==> src/rtl/dram_access_ctrl.sv <==
// dram_access_ctrl: one-at-a-time request/response front end driving the dram pins.
// Optional atomic fetch-and-add is built when DRAM_ACCESS_FETCH_ADD_EN is defined.
module dram_access_ctrl #(
  parameter int ADDRESS_BUS_WIDTH = 16,
  parameter int DATA_BUS_WIDTH    = 24
) (
  input  logic                         clk,
  input  logic                         rst,
  input  logic                         req_valid,
  output logic                         req_ready,
  input  logic [1:0]                   req_op,
  input  logic [ADDRESS_BUS_WIDTH-1:0] req_addr,
  input  logic [DATA_BUS_WIDTH-1:0]    req_wdata,
  output logic                         resp_valid,
  input  logic                         resp_ready,
  output logic [DATA_BUS_WIDTH-1:0]    resp_rdata,
  output logic                         resp_err,
  output logic [ADDRESS_BUS_WIDTH-1:0] mem_address,
  output logic [DATA_BUS_WIDTH-1:0]    mem_write_data,
  output logic                         mem_read_not_write,
  output logic                         mem_cs,
  input  logic [DATA_BUS_WIDTH-1:0]    mem_read_data
);

  localparam logic [1:0] OP_LOAD  = 2'b00;
  localparam logic [1:0] OP_STORE = 2'b01;
  localparam logic [1:0] OP_FADD  = 2'b10;

`ifdef DRAM_ACCESS_FETCH_ADD_EN
  typedef enum logic [2:0] {
    IDLE, ISSUE, CAPTURE, WRITE, RESP
  } state_t;
`else
  typedef enum logic [2:0] {
    IDLE, ISSUE, CAPTURE, RESP
  } state_t;
`endif

  state_t     state;
  state_t     state_nx;
  logic [1:0] op_q;
  logic       req_legal;
  logic       accept;
  logic       access;
  logic       writing;

`ifdef DRAM_ACCESS_FETCH_ADD_EN
  logic [DATA_BUS_WIDTH-1:0] addend_q;
  assign req_legal = (req_op == OP_LOAD) || (req_op == OP_STORE) ||
                     (req_op == OP_FADD);
`else
  assign req_legal = (req_op == OP_LOAD) || (req_op == OP_STORE);
`endif

  assign accept = (state == IDLE) && req_valid;

  // State register
  always_ff @(posedge clk or posedge rst) begin
    if (rst) state <= IDLE;
    else     state <= state_nx;
  end

  // Next-state and handshake / pin decode
  always_comb begin
    state_nx = state;
    access   = 1'b0;
    writing  = 1'b0;
    unique case (state)
      IDLE: begin
        if (req_valid) state_nx = req_legal ? ISSUE : RESP;
      end
      ISSUE: begin
        access   = 1'b1;
        writing  = (op_q == OP_STORE);
        state_nx = (op_q == OP_STORE) ? RESP : CAPTURE;
      end
      CAPTURE: begin
`ifdef DRAM_ACCESS_FETCH_ADD_EN
        state_nx = (op_q == OP_FADD) ? WRITE : RESP;
`else
        state_nx = RESP;
`endif
      end
`ifdef DRAM_ACCESS_FETCH_ADD_EN
      WRITE: begin
        access   = 1'b1;
        writing  = 1'b1;
        state_nx = RESP;
      end
`endif
      RESP: begin
        if (resp_ready) state_nx = IDLE;
      end
      default: state_nx = IDLE;
    endcase
    req_ready          = (state == IDLE) && !rst;
    resp_valid         = (state == RESP);
    mem_cs             = access && !rst;
    mem_read_not_write = !(writing && !rst);
  end

  // Request latch, read capture, and the held address / write-data pins
  always_ff @(posedge clk or posedge rst) begin
    if (rst) begin
      op_q           <= OP_LOAD;
      resp_rdata     <= '0;
      resp_err       <= 1'b0;
      mem_address    <= '0;
      mem_write_data <= '0;
`ifdef DRAM_ACCESS_FETCH_ADD_EN
      addend_q       <= '0;
`endif
    end else if (accept) begin
      op_q       <= req_op;
      resp_rdata <= '0;
      resp_err   <= !req_legal;
      if (req_legal) mem_address <= req_addr;
      if (req_op == OP_STORE) mem_write_data <= req_wdata;
`ifdef DRAM_ACCESS_FETCH_ADD_EN
      addend_q   <= req_wdata;
`endif
    end else if (state == CAPTURE) begin
      resp_rdata <= mem_read_data;
`ifdef DRAM_ACCESS_FETCH_ADD_EN
      if (op_q == OP_FADD) mem_write_data <= mem_read_data + addend_q;
`endif
    end else if ((state == RESP) && resp_ready) begin
      resp_err <= 1'b0;
    end
  end

endmodule

==> config.mk <==
export PLATFORM = sky130hd
export DESIGN_NAME = dram_access_ctrl
export DESIGN_NICKNAME = d
export VERILOG_FILES = /design/src/rtl/dram_access_ctrl.sv
export SDC_FILE = /design/constraint.sdc
export NUM_CORES = 1
export LEC_CHECK = 0
export ABC_AREA = 1
export ABC_CLOCK_PERIOD_IN_PS = 5900
export BUFFER_PORTS_ARGS = -buffer_cell sky130_fd_sc_hd__buf_2
export CAP_MARGIN = 20
export CORE_MARGIN = 2
export CORE_UTILIZATION = 47
export DETAILED_ROUTE_END_ITERATION = 6
export MAX_ROUTING_LAYER = met4
export PLACE_DENSITY_LB_ADDON = 0.08
export SYNTH_ARGS = -nofsm -noshare
export SYNTH_HDL_FRONTEND = slang
export SYNTH_SLANG_ARGS = --single-unit
==> constraint.sdc <==
create_clock -name clk -period 5.9 [get_ports clk]
set_input_delay 0.59 -clock clk [delete_from_list [all_inputs] [get_ports clk]]
set_output_delay 0.59 -clock clk [all_outputs]
set_load 0.05 [all_outputs]
==> metrics.cfg, run 1 <==
[run_status]
status=completed

[setup_path]
worstSetupEndpointType=flop
crit_required_ns=6.11
critPathKind=flop to flop
r2r-start=state[0]
cp.arrival_ns=2.73
path_max_fanout=26
critical_path.startpoint_type=flop
startpoint=state[0]

[die]
fp.dieH_um=82.2
core-area_um2=5920
die_w_um=82.2
dieArea_um2=6750
io_pins=139
num_rows=28
initial_core_util=0.485

[hold_path]
hp-class=input pin to async pin

[placement]
routabilityCongestion=0.790
dp_hpwl_um=4760
io_buffers=138
preCtsSetupSlack_ns=3.42

[global_routing]
grt_pass1_vias=2496
grt_pass1_wl_um=11100
grt.total_usage=0.220
grt.overflow.total=0
antenna_found_initial=0
grt_max_degree=52

[sta]
fin_hold_ws_ns=0.264
relSlewSlack=0.330
finalClockSkew_ns=0.0105
hold_viol=0
fin_setup_tns_ns=0
post-route-period-util=0.427
min_period_ns=2.52
tightest_slew_ns=1.00
finalWorstSetupSlack_ns=3.38
slew_viol_final=0
rsz0062_at_grt=no
setup_viol=0
fmax_ghz=0.397

[clocking]
clkLatencyLatePin_ns=0.33
cts_setup_buffers=0
cts_made_buffers=9
cts_resized=0
clk_pin_slew_ns=0.08
cts_sinks=69
root_buffer=clkbuf_8
htree_levels=3
cts_tree=done
postCtsHoldBufs=0
cts_buffer_depth=2

[yosys]
yosysTopAreaCellShare=0.601
ys_types=20
synth-seq-cells=69
yosys.area.top_type=dfrtp_1
ys.warnings.count=0
ys_seq_area_frac=0.601
synth.area.top_cells=dfrtp_1 (60%), nand2_1 (13%), nor2_1 (6.7%), o21ai_0 (6.3%), nand3_1 (4.7%)
synthCells=323
avgSynthCellArea_um2=8.89
synth_area_um2=2870
synth_nets=397

[flow_run]
drv_cap=0

[final_layout]
diodes=0
layout_commonest_cell=buf_2
areaGrowthSynthToFinish_pct=31.8
final_nets=530
final_cell_mix=buf_2 (138), nand2_1 (96), dfrtp_1 (69)
drive_gt1_frac=0.347

[routing]
via_per_inst=4.85
first_pass_iters=4
ant_nets=0
drc_errors=0
post_drt_wl_per_cell_um=13.0
wl_um=6990
drtIter0Drc=141
via_count=2600

flip-flops by register name (all words and copies together) (netlist names):
name,cells
mem_address,16
mem_write_data,24
op_q,2
resp_rdata,24
resp_err,1
state,2
worst max-delay path: stages (launching register included):
cell and delay [ns]:
dfrtp_1 0.41, inv_1 0.09, ha_1 0.67, clkinv_1 0.83, nor2_1 0.31, nor2_1 0.09
kinds of logic (layout without fill, tap and decap cells):
group | count (synthesis) | in the layout | share of synthesized area
AOI/OAI and AO/OA | 44 | 44 | 0.0775
DFF | 69 | 69 | 0.601
and+or+nand+nor | 178 | 178 | 0.253
adders and majority gates | 4 | 4 | 0.0174
buffers and inverters | 28 | 166 | 0.0510
metrics by stage:
step,std cells,util,area [µm²]
floorplan,323,-,2870
global placement,520,0.602,3560
detailed placement,520,0.602,3560
CTS,536,0.640,3790
global route,536,0.640,3790
finish,536,0.640,3790
path summary, 6_finish.rpt:
path                                       to  slack, ns  cells past startpoint
setup / recovery                resp_rdata[1]       3.38                      5
min in group clk               mem_address[3]       0.46                      3
max in group asynchronous  mem_write_data[14]       4.65                      3
setup reg to reg                resp_rdata[1]       3.38                      5
hold / removal                 resp_rdata[16]       0.26                      2
hold reg to reg            mem_write_data[18]       0.47                      2
Yosys cell counts:
| cell type | instances |
|---|---|
| clkinv_1 | 1 |
| ha_1 | 4 |
| nor2_1 | 51 |
| dfrtp_1 | 69 |
| nand2_4 | 2 |
| nand2_1 | 96 |
| nand3_1 | 27 |
| buf_4 | 2 |
| clkbuf_1 | 5 |
| inv_4 | 1 |
| nor2_2 | 1 |
| nor2_4 | 1 |
| buf_6 | 3 |
| o21ai_1 | 5 |
| a21o_1 | 1 |
| a21oi_1 | 2 |
| clkbuf_2 | 1 |
| o21ai_0 | 36 |
| buf_2 | 6 |
| inv_1 | 9 |
layout make-up:
type                    instances  area, µm²
clock buffers                  12        155
multi-input cells             226       1000
inverters                      11       43.8
flip-flops and latches         69       1730
well taps                      75       93.8
clock inverters                 4       70.1
fillers                       553       2130
repair buffers                139        698
per-layer routing:
layer / vias to the layer above / track usage / part of all wire
li1: 1292 / - / -
met1: 1209 / 0.270 / 0.44
met2: 85 / 0.353 / 0.48
met3: 14 / 0.0413 / 0.057
met4: 0 / 0.103 / 0.020
met5: - / - / 0
Power of run 1 is left out: the tool's default activity adds up to more than one toggle a clock period on the data nets, which glitch-free logic cannot reach.
==> run 2, diff against run 1 <==
--- a/config.mk
+++ b/config.mk
@@ -6,11 +6,11 @@
 export NUM_CORES = 1
 export LEC_CHECK = 0
 export ABC_AREA = 1
-export ABC_CLOCK_PERIOD_IN_PS = 5900
+export ABC_CLOCK_PERIOD_IN_PS = 2400
 export BUFFER_PORTS_ARGS = -buffer_cell sky130_fd_sc_hd__buf_2
 export CAP_MARGIN = 20
 export CORE_MARGIN = 2
-export CORE_UTILIZATION = 47
+export CORE_UTILIZATION = 46
 export DETAILED_ROUTE_END_ITERATION = 6
 export MAX_ROUTING_LAYER = met4
 export PLACE_DENSITY_LB_ADDON = 0.08
==> constraint.sdc (replaced) <==
create_clock -name clk -period 2.4 [get_ports clk]
set_input_delay 0.24 -clock clk [delete_from_list [all_inputs] [get_ports clk]]
set_output_delay 0.24 -clock clk [all_outputs]
set_load 0.05 [all_outputs]
==> run 2 against run 1 <==
  * Die area grew 2.1%
  * Utilization grew 0.13 points
  * Global-route usage shrank 0.16 points
  * Sequential share of layout area shrank 0.62 points
  * Hold slack lost 0.16 ns
  * Non-clock buffer count grew 5
  * Maximum frequency grew 31%
  * Critical path depth grew 2
  * Final area grew 1.4%
  * Worst setup slack lost 2.9 ns
  * Final cell count grew 0.93%
  * Critical path type unchanged
  * Highest routed layer unchanged
==> metrics.cfg, run 2 (synthesized netlist as in run 1, its figures left out) <==
[placement]
place_area_um2=3600
preCtsSetupSlack_ns=0.457
routabilityCongestion=0.816
dp_hpwl_um=4840
io_buffers=138

[die]
io_pins=139
initial_core_util=0.480
num_rows=28
fp.dieH_um=83.0
core-area_um2=5990
dieArea_um2=6890
die_w_um=83.0

[final_layout]
multi_input_area_um2=1000
final_cell_mix=buf_2 (138), nand2_1 (96), dfrtp_1 (69)
final_nets=535
reg_top3=mem_write_data x24, resp_rdata x24, mem_address x16
areaGrowthSynthToFinish_pct=33.7
layout_commonest_cell=buf_2
fillers=544
regArea_um2=1730
drive_gt1_frac=0.352
diodes=0
design_area_um2=3840

[sta]
finalWorstSetupSlack_ns=0.479
hold_viol=0
fmax_ghz=0.521
relSlewSlack=0.479
tightest_slew_ns=0.781
fin_setup_tns_ns=0
min_period_ns=1.92
setup_viol=0
post-route-period-util=0.800
finalClockSkew_ns=0.0132
rsz0062_at_grt=no
fin_hold_ws_ns=0.0996
slew_viol_final=0

[clocking]
clkLatencyLatePin_ns=0.35
htree_levels=3
cts_tree=done
clk_pin_slew_ns=0.08
root_buffer=clkbuf_8
cts_resized=0
cts_made_buffers=9
cts_setup_buffers=0
postCtsHoldBufs=1
cts_sinks=69
cts_buffer_depth=2

[flow_run]
drv_cap=0

[routing]
via_count=2634
wl_um=7000
drtIter0Drc=178
ant_nets=0
drc_errors=0
first_pass_iters=4
via_per_inst=4.87
post_drt_wl_per_cell_um=12.9

[global_routing]
grt_pass1_vias=2620
grt.overflow.total=0
grt.total_usage=0.219
grt_pass1_wl_um=11900
antenna_found_initial=0
grt_max_degree=35

[hold_path]
hp-class=input pin to flop
worstHoldStart=req_addr[7]
min_to=mem_address[7]
min_path_cells=3

[setup_path]
rr_endpoint=mem_write_data[3]
critical_path.startpoint_type=flop
worstSetupEndpointType=flop
crit_required_ns=2.64
cp.arrival_ns=2.16
r2r-start=state[0]
path_max_fanout=30
ff2ff_path_depth=7
r2r_slack_ns=0.48
critPathKind=flop to flop

[run_status]
status=completed

run 2: changes by cell type in the layout (fill, tap and decap cells not counted), sizes merged:
| cell | before | now |
|---|---|---|
| buf | 139 | 143 |
| dlygate4sd3 | 0 | 1 |
run 2: area by class of cell:
class	instances	share of cell area
Timing Repair Buffer	144	0.196
Inverter	11	0.0114
Clock buffer	12	0.0404
Tap cell	75	0.0244
Sequential cell	69	0.450
Clock inverter	4	0.0182
Multi-Input combinational cell	226	0.260
run 2: routing by layer:
metal / track usage / vias up / part of all wire
li1: - / 1296 / -
met4: 0.0805 / 0 / 0.017
met2: 0.342 / 92 / 0.46
met5: - / - / 0
met1: 0.267 / 1237 / 0.45
met3: 0.0696 / 9 / 0.067
run 2: through the flow:
step,instances,util
floorplan,323,-
global placement,524,0.602
detailed placement,524,0.602
CTS,541,0.641
global route,541,0.641
finish,541,0.641
run 2: worst max-delay path by stage:
stage	end	slack [ns]	cells after the start	from
finish	mem_write_data[3]	0.48	7	state[0]
global route	mem_write_data[8]	0.29	7	state[1]
CTS	mem_write_data[20]	0.47	7	state[0]
detailed placement	mem_write_data[6]	0.46	7	state[0]
global placement	mem_write_data[2]	0.53	7	state[1]
floorplan	mem_read_not_write	0.18	5	state[1]
run 2: critical path, cell delays in order, from the launching register on:
cell	delay, ns
dfrtp_1	0.41
inv_1	0.09
ha_1	0.31
nand2_4	0.26
inv_4	0.32
nand2_4	0.22
nand2_1	0.12
nand2_1	0.06
Power of run 2 is left out for the same reason.
